## config.mk

```make
export PLATFORM = sky130hd
export DESIGN_NAME = jtag_ir_ctrl
export DESIGN_NICKNAME = d
export VERILOG_FILES = /design/src/rtl/jtag_pkg.sv /design/src/rtl/jtag_ir_decode.sv /design/src/rtl/jtag_ir_ctrl.sv
export SDC_FILE = /design/constraint.sdc
export NUM_CORES = 1
export LEC_CHECK = 0
export BUFFER_PORTS_ARGS = -buffer_cell sky130_fd_sc_hd__buf_4
export CORE_AREA = 2 2 49 51
export CTS_CLUSTER_DIAMETER = 80
export DETAILED_ROUTE_END_ITERATION = 10
export DIE_AREA = 0 0 51 53
export GPL_TIMING_DRIVEN = 0
export PLACE_DENSITY_LB_ADDON = 0.08
export REMOVE_ABC_BUFFERS = 1
export SETUP_SLACK_MARGIN = 0.15
export SKIP_CTS_REPAIR_TIMING = 1
export SYNTH_ARGS = -nofsm -noshare
export SYNTH_HDL_FRONTEND = slang
export SYNTH_SLANG_ARGS = --single-unit
```

## constraint.sdc

```tcl
create_clock -name clk -period 1.4 [get_ports clk]
set_input_delay 0.14 -clock clk [delete_from_list [all_inputs] [get_ports clk]]
set_output_delay 0.14 -clock clk [all_outputs]
set_load 0.01 [all_outputs]
```

## src/rtl/jtag_pkg.sv

```systemverilog
// Shared constants and types for the JTAG instruction register and DR muxing.
package jtag_pkg;

  // Default opcodes for a 5-bit IR. BYPASS is all-ones at whatever width is used.
  localparam logic [4:0] IdcodeOpDef = 5'h01;
  localparam logic [4:0] DtmcsOpDef  = 5'h10;
  localparam logic [4:0] DmiOpDef    = 5'h11;
  localparam logic [4:0] BypassOpDef = 5'h1f;

  // Low two bits of every Capture-IR pattern; bit0 = 1 is required by IEEE 1149.1.
  localparam logic [1:0] IrCaptureLsb = 2'b01;

  // One-hot data-register select. All-zero means the opcode was not recognised.
  typedef struct packed {
    logic idcode;
    logic dtmcs;
    logic dmi;
    logic bypass;
  } ir_sel_t;

  localparam ir_sel_t SelIdcode = '{idcode: 1'b1, default: 1'b0};
  localparam ir_sel_t SelBypass = '{bypass: 1'b1, default: 1'b0};

endpackage

```

## src/rtl/jtag_ir_decode.sv

```systemverilog
// Combinational opcode decoder: one-hot DR select; an all-zero result marks an
// unknown opcode. Shared by the IR controller and the DR mux.
module jtag_ir_decode
  import jtag_pkg::*;
#(
  parameter int unsigned           IR_WIDTH  = 5,
  parameter logic [IR_WIDTH-1:0]   IDCODE_OP = IR_WIDTH'(IdcodeOpDef),
  parameter logic [IR_WIDTH-1:0]   DTMCS_OP  = IR_WIDTH'(DtmcsOpDef),
  parameter logic [IR_WIDTH-1:0]   DMI_OP    = IR_WIDTH'(DmiOpDef),
  parameter logic [IR_WIDTH-1:0]   BYPASS_OP = '1
) (
  input  logic [IR_WIDTH-1:0] op,
  output ir_sel_t             sel
);

  // Straight equality compares; opcodes are distinct so at most one bit is set.
  always_comb begin
    sel        = '0;
    sel.idcode = (op == IDCODE_OP);
    sel.dtmcs  = (op == DTMCS_OP);
    sel.dmi    = (op == DMI_OP);
    sel.bypass = (op == BYPASS_OP);
  end

endmodule

```

## src/rtl/jtag_ir_ctrl.sv

```systemverilog
// JTAG instruction register: serial shift path, length/opcode checked update,
// sticky error flags reported via Capture-IR, registered one-hot DR selects.
// Optional feature: define JTAG_IR_LOCK_EN to add dbg_lock, which blocks
// DTMCS/DMI access by forcing BYPASS.
module jtag_ir_ctrl
  import jtag_pkg::*;
#(
  parameter int unsigned           IR_WIDTH  = 5,
  parameter logic [IR_WIDTH-1:0]   IDCODE_OP = IR_WIDTH'(IdcodeOpDef),
  parameter logic [IR_WIDTH-1:0]   DTMCS_OP  = IR_WIDTH'(DtmcsOpDef),
  parameter logic [IR_WIDTH-1:0]   DMI_OP    = IR_WIDTH'(DmiOpDef),
  parameter logic [IR_WIDTH-1:0]   BYPASS_OP = '1
) (
  input  logic                clk,
  input  logic                rst_n,
  input  logic                tap_reset,
  input  logic                tdi,
  output logic                tdo,
  input  logic                capture_ir,
  input  logic                shift_ir,
  input  logic                update_ir,
  output logic [IR_WIDTH-1:0] ir_out,
  output logic                sel_idcode,
  output logic                sel_dtmcs,
  output logic                sel_dmi,
  output logic                sel_bypass,
  output logic                err_len,
  output logic                err_illegal
`ifdef JTAG_IR_LOCK_EN
  ,
  input  logic                dbg_lock
`endif
);

  localparam int unsigned CntW = $clog2(IR_WIDTH + 2);
  typedef logic [CntW-1:0] cnt_t;
  localparam cnt_t CntFull = cnt_t'(IR_WIDTH);
  localparam cnt_t CntMax  = cnt_t'(IR_WIDTH + 1);

  logic [IR_WIDTH-1:0] shift_q, shift_d;
  logic [IR_WIDTH-1:0] latch_q, latch_d;
  cnt_t                cnt_q, cnt_d;
  logic                armed_q, armed_d;
  logic                err_len_q, err_len_d;
  logic                err_ill_q, err_ill_d;
  ir_sel_t             sel_q, sel_d;
  ir_sel_t             shift_sel, latch_sel;
  logic                lock_active;
  logic                accept;

`ifdef JTAG_IR_LOCK_EN
  assign lock_active = dbg_lock;
`else
  assign lock_active = 1'b0;
`endif

  jtag_ir_decode #(
    .IR_WIDTH  (IR_WIDTH),
    .IDCODE_OP (IDCODE_OP),
    .DTMCS_OP  (DTMCS_OP),
    .DMI_OP    (DMI_OP),
    .BYPASS_OP (BYPASS_OP)
  ) u_shift_decode (
    .op  (shift_q),
    .sel (shift_sel)
  );

  jtag_ir_decode #(
    .IR_WIDTH  (IR_WIDTH),
    .IDCODE_OP (IDCODE_OP),
    .DTMCS_OP  (DTMCS_OP),
    .DMI_OP    (DMI_OP),
    .BYPASS_OP (BYPASS_OP)
  ) u_latch_decode (
    .op  (latch_d),
    .sel (latch_sel)
  );

  // Opcode is accepted if known, and not a debug-access opcode while locked.
  assign accept = shift_sel.idcode | shift_sel.bypass |
                  ((shift_sel.dtmcs | shift_sel.dmi) & ~lock_active);

  // Next-state: one strobe acts per edge, tap_reset > capture > shift > update.
  always_comb begin
    shift_d   = shift_q;
    latch_d   = latch_q;
    cnt_d     = cnt_q;
    armed_d   = armed_q;
    err_len_d = err_len_q;
    err_ill_d = err_ill_q;
    if (tap_reset) begin
      shift_d   = IDCODE_OP;
      latch_d   = IDCODE_OP;
      cnt_d     = '0;
      armed_d   = 1'b0;
      err_len_d = 1'b0;
      err_ill_d = 1'b0;
    end else if (capture_ir) begin
      // Flags are handed to the shift path and cleared in the same edge.
      shift_d      = '0;
      shift_d[3]   = err_ill_q;
      shift_d[2]   = err_len_q;
      shift_d[1:0] = IrCaptureLsb;
      cnt_d        = '0;
      armed_d      = 1'b1;
      err_len_d    = 1'b0;
      err_ill_d    = 1'b0;
    end else if (shift_ir) begin
      shift_d = {tdi, shift_q[IR_WIDTH-1:1]};
      if (cnt_q != CntMax) cnt_d = cnt_q + 1'b1;
    end else if (update_ir && armed_q) begin
      armed_d = 1'b0;
      if (cnt_q != CntFull) begin
        err_len_d = 1'b1;
      end else if (accept) begin
        latch_d = shift_q;
      end else begin
        latch_d   = BYPASS_OP;
        err_ill_d = 1'b1;
      end
    end
    // Lock asserted while a debug-access instruction is held evicts it.
    if (!tap_reset && lock_active && (latch_d == latch_q) &&
        ((latch_q == DTMCS_OP) || (latch_q == DMI_OP))) begin
      latch_d = BYPASS_OP;
    end
  end

  // Selects follow the next latch value; anything unrecognised selects BYPASS.
  always_comb begin
    sel_d = latch_sel;
    if (latch_sel == '0) sel_d = SelBypass;
  end

  // State registers with asynchronous reset to the IDCODE instruction.
  always_ff @(posedge clk or negedge rst_n) begin
    if (!rst_n) begin
      shift_q   <= IDCODE_OP;
      latch_q   <= IDCODE_OP;
      cnt_q     <= '0;
      armed_q   <= 1'b0;
      err_len_q <= 1'b0;
      err_ill_q <= 1'b0;
      sel_q     <= SelIdcode;
    end else begin
      shift_q   <= shift_d;
      latch_q   <= latch_d;
      cnt_q     <= cnt_d;
      armed_q   <= armed_d;
      err_len_q <= err_len_d;
      err_ill_q <= err_ill_d;
      sel_q     <= sel_d;
    end
  end

  assign tdo         = shift_q[0];
  assign ir_out      = latch_q;
  assign sel_idcode  = sel_q.idcode;
  assign sel_dtmcs   = sel_q.dtmcs;
  assign sel_dmi     = sel_q.dmi;
  assign sel_bypass  = sel_q.bypass;
  assign err_len     = err_len_q;
  assign err_illegal = err_ill_q;

endmodule

```

==> results.cfg, run 1 <==
[timing]
timing.final.crit_period_ns = 1.58
worstMarginPinSlew_ns = 0.328
final.setup_skew_ns = 0.00116
slew-limit-headroom = 0.780
timing.hold.ws_ns = 0.0712
rsz0062_at_grt = yes
post-route-worst-setup-slack_ns = -0.181
finalSetupViolations = 9
hold_viol = 0
min_period_over_period = 1.13
fmax_mhz = 632
report.final.slew_viol_count = 0

[final_layout]
ff_latch_area_um2 = 505
multi_input_area_um2 = 524
filler_cell_count = 182
num_antenna_cells = 0
final_core_utilization = 0.610
final_cell_area_mm2 = 0.00131
most_used_cells_in_the_layout_excluding_fill_and_tap_cells = buf_4 (20), dfrtp_1 (16), nor2_1 (12)
finalNetCount = 122
layout_cells_sized_above_1 = 0.495
area.growth.synth_to_final_pct = 31.9
final_common_cell = buf_4

[critical_path]
cp_slowest_cell = dfstp_2
timing.critical_path.from_type = register
worstPathRequired_ns = 1.60
cp-end-kind = register
path_cells = or4b_4 -> nor2_4 -> a211oi_4 -> and3_1
timing.setup.critical_path_class = register to register
crit_arrival_ns = 1.78
critical_path_peak_fanout = 6
slowest_delay_ns = 0.59

[run_status]
run_status = finished with violations
violations = setup timing

[route]
drtAntennaViolNets = 0
detail_route.wirelength_mm = 1.95
routed_via_density = 5.33
post-route-drc-count = 0
dr_vias = 741
detail_route.first_pass.iterations = 4
detailed_route_wire_length_per_cell_um = 14.0
initialDrtViolationCount = 11

[synthesis]
ys_seq_area_frac = 0.508
synth.cell_area_um2 = 993
synth_async_sr_flop_share = 1.00
yosysWarnings = 0
ys_types = 38
synth_area_per_cell_um2 = 11.7
syn_inst = 85
yosys_most_used_dff = dfrtp_1
synth_edf_count = 0
synth-seq-cells = 20

[clocking]
number_of_h_tree_levels = 1
cts_buffers = 3
clockBufferDepth = 2
numClockSinks = 20
clkTransAtPathRegs_ns = 0.11
worstSkewPairLatency_ns = 0.30
clk_root_buffer_cell = clkbuf_4
cts_tree = built

[floorplan]
die_area_mm2 = 0.00270
io_pins = 19
chipHeight_um = 53
initial_utilization = 0.462
core_area_mm2 = 0.00215
fp-row-count = 17
die_w_um = 51

[power_and_ir_drop]
power-per-cell-area_mw_per_mm2 = 799
vdd.ir_drop.worst_mv = 0.526
total_leakage_power_nw = 0.620

[hold_path]
min-delay-path-class = input pin to register

[flow_run]
max_cap_viol_count = 0

[placement]
dp_hpwl_mm = 1.29
quantity_of_i_o_buffers_inserted_on_ports = 18
gp_routability_congestion = 0.753
postPlaceCellArea_mm2 = 0.00115

[global_route]
first_global_vias = 698
grt_first_pass_wirelength_mm = 3.23
globalRouteOverflowTotal = 0
grt_antenna_before_repair = 0
global_route.usage.total = 0.164
maximum_number_of_pins_on_one_net_before_global_route_repair = 21
==> routing by layer <==
layer | global-route usage | vias to the layer above | wire (um)
met2 | 0.258 | 23 | 901
met4 | 0.0811 | 0 | 29
met1 | 0.219 | 361 | 923
li1 | - | 353 | -
met3 | 0.0282 | 4 | 93
met5 | 0 | - | 0
==> where the power goes <==
part	switching (W)	internal (W)	leakage, nW
Clock	0.000180	0.000159	0.0210
Combinational	0.0000582	0.0000521	0.334
Sequential	0.0000106	0.000587	0.265
==> logic make-up after synthesis <==
| group | Yosys count | share of synthesized area |
|---|---|---|
| compound gates | 20 | 0.164 |
| mux | 4 | 0.0403 |
| fa+ha+maj | 3 | 0.0378 |
| simple gates | 31 | 0.212 |
| flops | 20 | 0.508 |
| buf+inv | 6 | 0.0302 |
| xor+xnor | 1 | 0.00882 |
==> worst max-delay path: cells and delay by family (launching register included) <==
family,cells,cell delay [ns]
AO/OA/AOI/OAI,1,0.09
flip-flops,1,0.59
AND/OR/NAND/NOR,3,0.80
==> Yosys cell counts, drive strengths merged, types with 2 or more instances <==
master | count | area share
and3 | 2 | 0.013
mux2i | 4 | 0.040
dfstp | 3 | 0.079
and3b | 2 | 0.020
nor3 | 3 | 0.020
a21oi | 7 | 0.039
o21a | 4 | 0.038
or2 | 2 | 0.013
inv | 4 | 0.015
a211oi | 2 | 0.020
nor2 | 13 | 0.052
and4 | 2 | 0.020
o21ai | 2 | 0.010
ha | 3 | 0.038
dfrtp | 17 | 0.43
==> worst paths after layout <==
check                             from          end  slack (ns)  cells past startpoint
hold reg to reg            err_illegal  err_illegal        0.54                      2
setup reg to reg            shift_q[0]    sel_dtmcs       -0.18                      4
setup / recovery            shift_q[0]    sel_dtmcs       -0.18                      4
max in group asynchronous        rst_n    ir_out[0]        0.90                      2
min in group asynchronous        rst_n      sel_dmi        0.24                      2
hold / removal               tap_reset   shift_q[2]        0.07                      2
==> layout make-up <==
cell class | instances | share of cell area
well taps | 28 | 0.0267
inverters | 4 | 0.0115
multi-input cells | 59 | 0.400
flip-flops and latches | 20 | 0.386
repair buffers | 24 | 0.148
clock buffers | 4 | 0.0277
==> sequential cells by signal (all words and copies together) (netlist names) <==
| register | cells |
|---|---|
| sel_dmi | 1 |
| armed_q | 1 |
| cnt_q | 3 |
| err_len | 1 |
| err_illegal | 1 |
| sel_bypass | 1 |
| sel_idcode | 1 |
| shift_q | 5 |
| ir_out | 5 |
| sel_dtmcs | 1 |
==> metrics by stage <==
stage                     power, W  cells  setup WS (ns)  setup TNS, ns
after floorplan           0.000648     83         -0.104         -0.326
after global routing       0.00110    139         -0.232          -1.60
after CTS                  0.00104    133         -0.262         -0.945
final                      0.00105    139         -0.181         -0.816
after detailed placement  0.000697    129         -0.256         -0.861
after global placement    0.000695    129         -0.236         -0.779
No activity file was read; power rests on OpenSTA's default activity.
==> inputs of run 2 (changes only) <==
--- a/config.mk
+++ b/config.mk
@@ -16,3 +16,2 @@
 export SETUP_SLACK_MARGIN = 0.15
-export SKIP_CTS_REPAIR_TIMING = 1
 export SYNTH_ARGS = -nofsm -noshare
--- a/constraint.sdc
+++ b/constraint.sdc
@@ -3,2 +3,2 @@
 set_output_delay 0.14 -clock clk [all_outputs]
-set_load 0.01 [all_outputs]
+set_load 0.05 [all_outputs]
==> results.cfg, run 2 (synthesized netlist as in run 1, its figures left out) <==
[route]
routed_via_density = 5.25
detail_route.wirelength_mm = 2.00
dr_vias = 751
initialDrtViolationCount = 12
post-route-drc-count = 0
drtAntennaViolNets = 0
detail_route.first_pass.iterations = 4
detailed_route_wire_length_per_cell_um = 14.0

[timing]
report.final.slew_viol_count = 0
rsz0062_at_grt = yes
fmax_mhz = 653
hold_viol = 0
worstMarginPinSlew_ns = 0.355
finalSetupViolations = 8
final.setup_skew_ns = 0.00342
slew-limit-headroom = 0.762
min_period_over_period = 1.09
timing.final.crit_period_ns = 1.53
post-route-worst-setup-slack_ns = -0.132
timing.hold.ws_ns = 0.0650

[floorplan]
die_w_um = 51
io_pins = 19
fp-row-count = 17
chipHeight_um = 53
initial_utilization = 0.462
die_area_mm2 = 0.00270
core_area_mm2 = 0.00215

[placement]
postPlaceCellArea_mm2 = 0.00115
dp_hpwl_mm = 1.29
place.detailed.instances = 129
gp_routability_congestion = 0.753
pre_cts_slack_ns = -0.256
quantity_of_i_o_buffers_inserted_on_ports = 18

[final_layout]
final_cell_area_mm2 = 0.00134
finalNetCount = 126
multi_input_area_um2 = 518
fin_cells = 143
num_antenna_cells = 0
layout_cells_sized_above_1 = 0.487
final_common_cell = buf_4
area.growth.synth_to_final_pct = 35.0
most_used_cells_in_the_layout_excluding_fill_and_tap_cells = buf_4 (23), dfrtp_1 (16), nor2_1 (12)
ff_latch_area_um2 = 505
filler_cell_count = 168

[hold_path]
worstHoldPathCells = 2
hold_end = shift_q[2]
worstHoldStart = tap_reset
min-delay-path-class = input pin to register

[clocking]
cts_tree = built
worstSkewPairLatency_ns = 0.30
number_of_h_tree_levels = 1
numClockSinks = 20
cts_buffers = 3
clkTransAtPathRegs_ns = 0.11
clk_root_buffer_cell = clkbuf_4
clockBufferDepth = 2

[global_route]
first_global_vias = 751
grt_first_pass_wirelength_mm = 3.51
grt_antenna_before_repair = 0
globalRouteOverflowTotal = 0
maximum_number_of_pins_on_one_net_before_global_route_repair = 21
global_route.usage.total = 0.180

[power_and_ir_drop]
net_switching_fraction_of_the_power = 0.243
seq_power_share = 0.558
power_frac_comb = 0.122
power-per-cell-area_mw_per_mm2 = 793
power.switching_w = 0.000258
clock_power_share = 0.320
internal-power_w = 0.000806
total_leakage_power_nw = 0.645
vdd.ir_drop.worst_mv = 0.533

[run_status]
run_status = finished with violations
violations = setup timing

[critical_path]
regToRegEndpoint = sel_dtmcs
timing.setup.critical_path_class = register to register
reg2reg_depth = 4
timing.critical_path.from_type = register
timing.rr.start = shift_q[0]
crit_arrival_ns = 1.73
worstPathRequired_ns = 1.60
critical_path_peak_fanout = 5
cp-end-kind = register
r2r_slack_ns = -0.13

[flow_run]
max_cap_viol_count = 0
-- run 2: cell count changes in the layout (fill, tap and decap cells not counted), sizes merged --
| cell | change |
|---|---|
| buf | +4 |
-- run 2: what timing repair did --
item	CTS	global route
hold buffers	1	0
resized for setup	7	9
setup endpoints to repair	13	14
buffers inserted	7	2
pin swaps	5	3
endpoints found under the hold margin	20	0
-- run 2: cell type report --
cell class / count / area share
tap: 28 / 0.0261
multi-input combinational: 59 / 0.386
sequential: 20 / 0.377
timing repair buffer: 28 / 0.173
clock buffer: 4 / 0.0271
inverter: 4 / 0.0112
-- run 2: worst max-delay path, stage by stage, from the launching register on --
cell and delay [ns]:
dfstp_2 0.56, or4b_4 0.49, nor2_4 0.12, a211oi_4 0.09
and3_1 0.17
-- run 2: worst max path at each step --
stage	cells past startpoint	slack [ns]	end	start
floorplan	4	-0.27	sel_dmi	shift_q[0]
global route	7	-0.17	sel_dmi	cnt_q[1]
CTS	4	-0.13	sel_dtmcs	shift_q[0]
finish	4	-0.13	sel_dtmcs	shift_q[0]
global placement	5	-0.24	sel_dtmcs	cnt_q[0]
detailed placement	5	-0.26	sel_dtmcs	cnt_q[0]
-- run 2: per-stage QoR --
| step | utilization | setup TNS, ns | total power [W] |
|---|---|---|---|
| finish | 0.624 | -0.667 | 0.00106 |
| global route | 0.624 | -1.18 | 0.00112 |
| CTS | 0.595 | -0.503 | 0.00107 |
| detailed placement | 0.535 | -0.861 | 0.000703 |
| global placement | 0.535 | -0.779 | 0.000701 |
| floorplan | - | -1.25 | 0.000654 |
-- run 2: power by group through the flow --
stage | clock network (W) | logic, W | registers, W
2_1_floorplan | 0 | 0.0000419 | 0.000612
3_3_place_gp | 0 | 0.0000938 | 0.000607
3_5_place_dp | 0 | 0.0000953 | 0.000608
4_1_cts | 0.000352 | 0.000122 | 0.000593
5_1_grt | 0.000380 | 0.000143 | 0.000596
6_report | 0.000340 | 0.000130 | 0.000594
-- run 2: metal layers --
metal	global-route usage	vias up	wire length, um
li1	-	364	-
met1	0.232	362	939
met2	0.297	21	947
met3	0.0282	4	87
met4	0.0811	0	29
met5	0	-	0
==> inputs of run 3 (changes only) <==
- CTS_CLUSTER_DIAMETER: 80 -> unset
- SKIP_CTS_REPAIR_TIMING: unset -> 1
==> results.cfg, run 3 (synthesized netlist as in run 1, its figures left out) <==
[flow_run]
max_cap_viol_count = 0

[critical_path]
worstPathRequired_ns = 1.60
timing.setup.critical_path_class = register to register
crit_arrival_ns = 1.80
timing.critical_path.from_type = register
crit_family = simple AND/OR/NAND/NOR gates
critical_path_peak_fanout = 6
cp_slowest_cell = dfstp_2
slowest_delay_ns = 0.60
cp-end-kind = register
worstPathBufferInverterCount = 0
path_cells = or4b_4 -> nor2_4 -> a211oi_4 -> and3_1

[run_status]
run_status = finished with violations
violations = setup timing

[power_and_ir_drop]
power.switching_w = 0.000257
post-layout-total-power_w = 0.00106
power-per-cell-area_mw_per_mm2 = 804
seq_power_share = 0.566
internal-power_w = 0.000799
clock_power_share = 0.323
total_leakage_power_nw = 0.621
power_frac_comb = 0.111
vdd.ir_drop.worst_mv = 0.530
net_switching_fraction_of_the_power = 0.243

[global_route]
grt_antenna_before_repair = 0
globalRouteOverflowTotal = 0
global_route.usage.total = 0.164
first_global_vias = 698
grt_first_pass_wirelength_mm = 3.23
maximum_number_of_pins_on_one_net_before_global_route_repair = 21

[route]
initialDrtViolationCount = 16
dr_vias = 739
routed_via_density = 5.32
detailed_route_wire_length_per_cell_um = 14.0
post-route-drc-count = 0
detail_route.wirelength_mm = 1.95
detail_route.first_pass.iterations = 4
drtAntennaViolNets = 0

[clocking]
worstSkewPairLatency_ns = 0.30
numClockSinks = 20
cts_tree = built
clkTransAtPathRegs_ns = 0.11
cts_buffers = 3
clk_root_buffer_cell = clkbuf_4
clockBufferDepth = 2
number_of_h_tree_levels = 1

[placement]
quantity_of_i_o_buffers_inserted_on_ports = 18
place.detailed.instances = 129
dp_hpwl_mm = 1.29
gp_routability_congestion = 0.753

[timing]
rsz0062_at_grt = yes
timing.final.crit_period_ns = 1.60
min_period_over_period = 1.14
finalSetupViolations = 10
post-route-worst-setup-slack_ns = -0.196
fmax_mhz = 627
worstMarginPinSlew_ns = 0.328
hold_viol = 0
report.final.slew_viol_count = 0
final.setup_skew_ns = 0.00289
slew-limit-headroom = 0.780

[final_layout]
ff_latch_area_um2 = 505
area.growth.synth_to_final_pct = 32.2
layout_cells_sized_above_1 = 0.495
final_common_cell = buf_4
filler_cell_count = 183
fin_cells = 139
most_used_cells_in_the_layout_excluding_fill_and_tap_cells = buf_4 (19), dfrtp_1 (16), nor2_1 (12)
finalNetCount = 122
num_antenna_cells = 0
multi_input_area_um2 = 524

[floorplan]
core_area_mm2 = 0.00215
io_pins = 19
die_w_um = 51
chipHeight_um = 53
initial_utilization = 0.462
fp-row-count = 17
die_area_mm2 = 0.00270

[hold_path]
min-delay-path-class = input pin to register
[run 3: path summary, 6_finish.rpt]
path	slack [ns]	cells past startpoint	end	from
hold / removal	0.07	2	shift_q[2]	tap_reset
setup reg to reg	-0.20	4	sel_dtmcs	shift_q[0]
hold reg to reg	0.54	2	err_illegal	err_illegal
setup / recovery	-0.20	4	sel_dtmcs	shift_q[0]
min in group asynchronous	0.24	2	shift_q[3]	rst_n
max in group asynchronous	0.90	2	ir_out[0]	rst_n
[run 3: layout make-up]
cell class              instances  share of cell area
inverters                       4              0.0114
flip-flops and latches         20               0.385
multi-input cells              59               0.399
well taps                      28              0.0267
clock buffers                   4              0.0276
repair buffers                 24               0.150
[run 3: worst reg2reg max path: cells and delay by family (launching register included)]
| family | cells | cell delay [ns] |
|---|---|---|
| and+or+nand+nor | 3 | 0.80 |
| DFF | 1 | 0.60 |
| AOI/OAI and AO/OA | 1 | 0.09 |
[run 3: layer usage]
layer,vias to the layer above,global-route usage,routed length [um]
met5,-,0,0
met3,4,0.0282,82
met1,362,0.219,935
met4,0,0.0811,29
met2,20,0.258,899
li1,353,-,-
[run 3: power groups by stage]
| stage | sequential [W] | clock [W] | combinational, W |
|---|---|---|---|
| after global routing | 0.000599 | 0.000381 | 0.000129 |
| after detailed placement | 0.000608 | 0 | 0.0000953 |
| after floorplan | 0.000612 | 0 | 0.0000419 |
| final | 0.000598 | 0.000341 | 0.000117 |
| after CTS | 0.000597 | 0.000352 | 0.0000955 |
| after global placement | 0.000607 | 0 | 0.0000938 |
[run 3: through the flow]
step / setup TNS (ns) / instance area, um^2 / utilization / worst slack [ns] / hold slack (ns)
after detailed placement: -0.861 / 1150 / 0.535 / -0.256 / 0.0367
final: -0.894 / 1310 / 0.612 / -0.196 / 0.0714
after global placement: -0.779 / 1150 / 0.535 / -0.236 / 0.0308
after global routing: -1.62 / 1310 / 0.612 / -0.232 / 0.0599
after CTS: -0.945 / 1180 / 0.552 / -0.262 / -0.305
after floorplan: -1.25 / 978 / - / -0.274 / -0.156
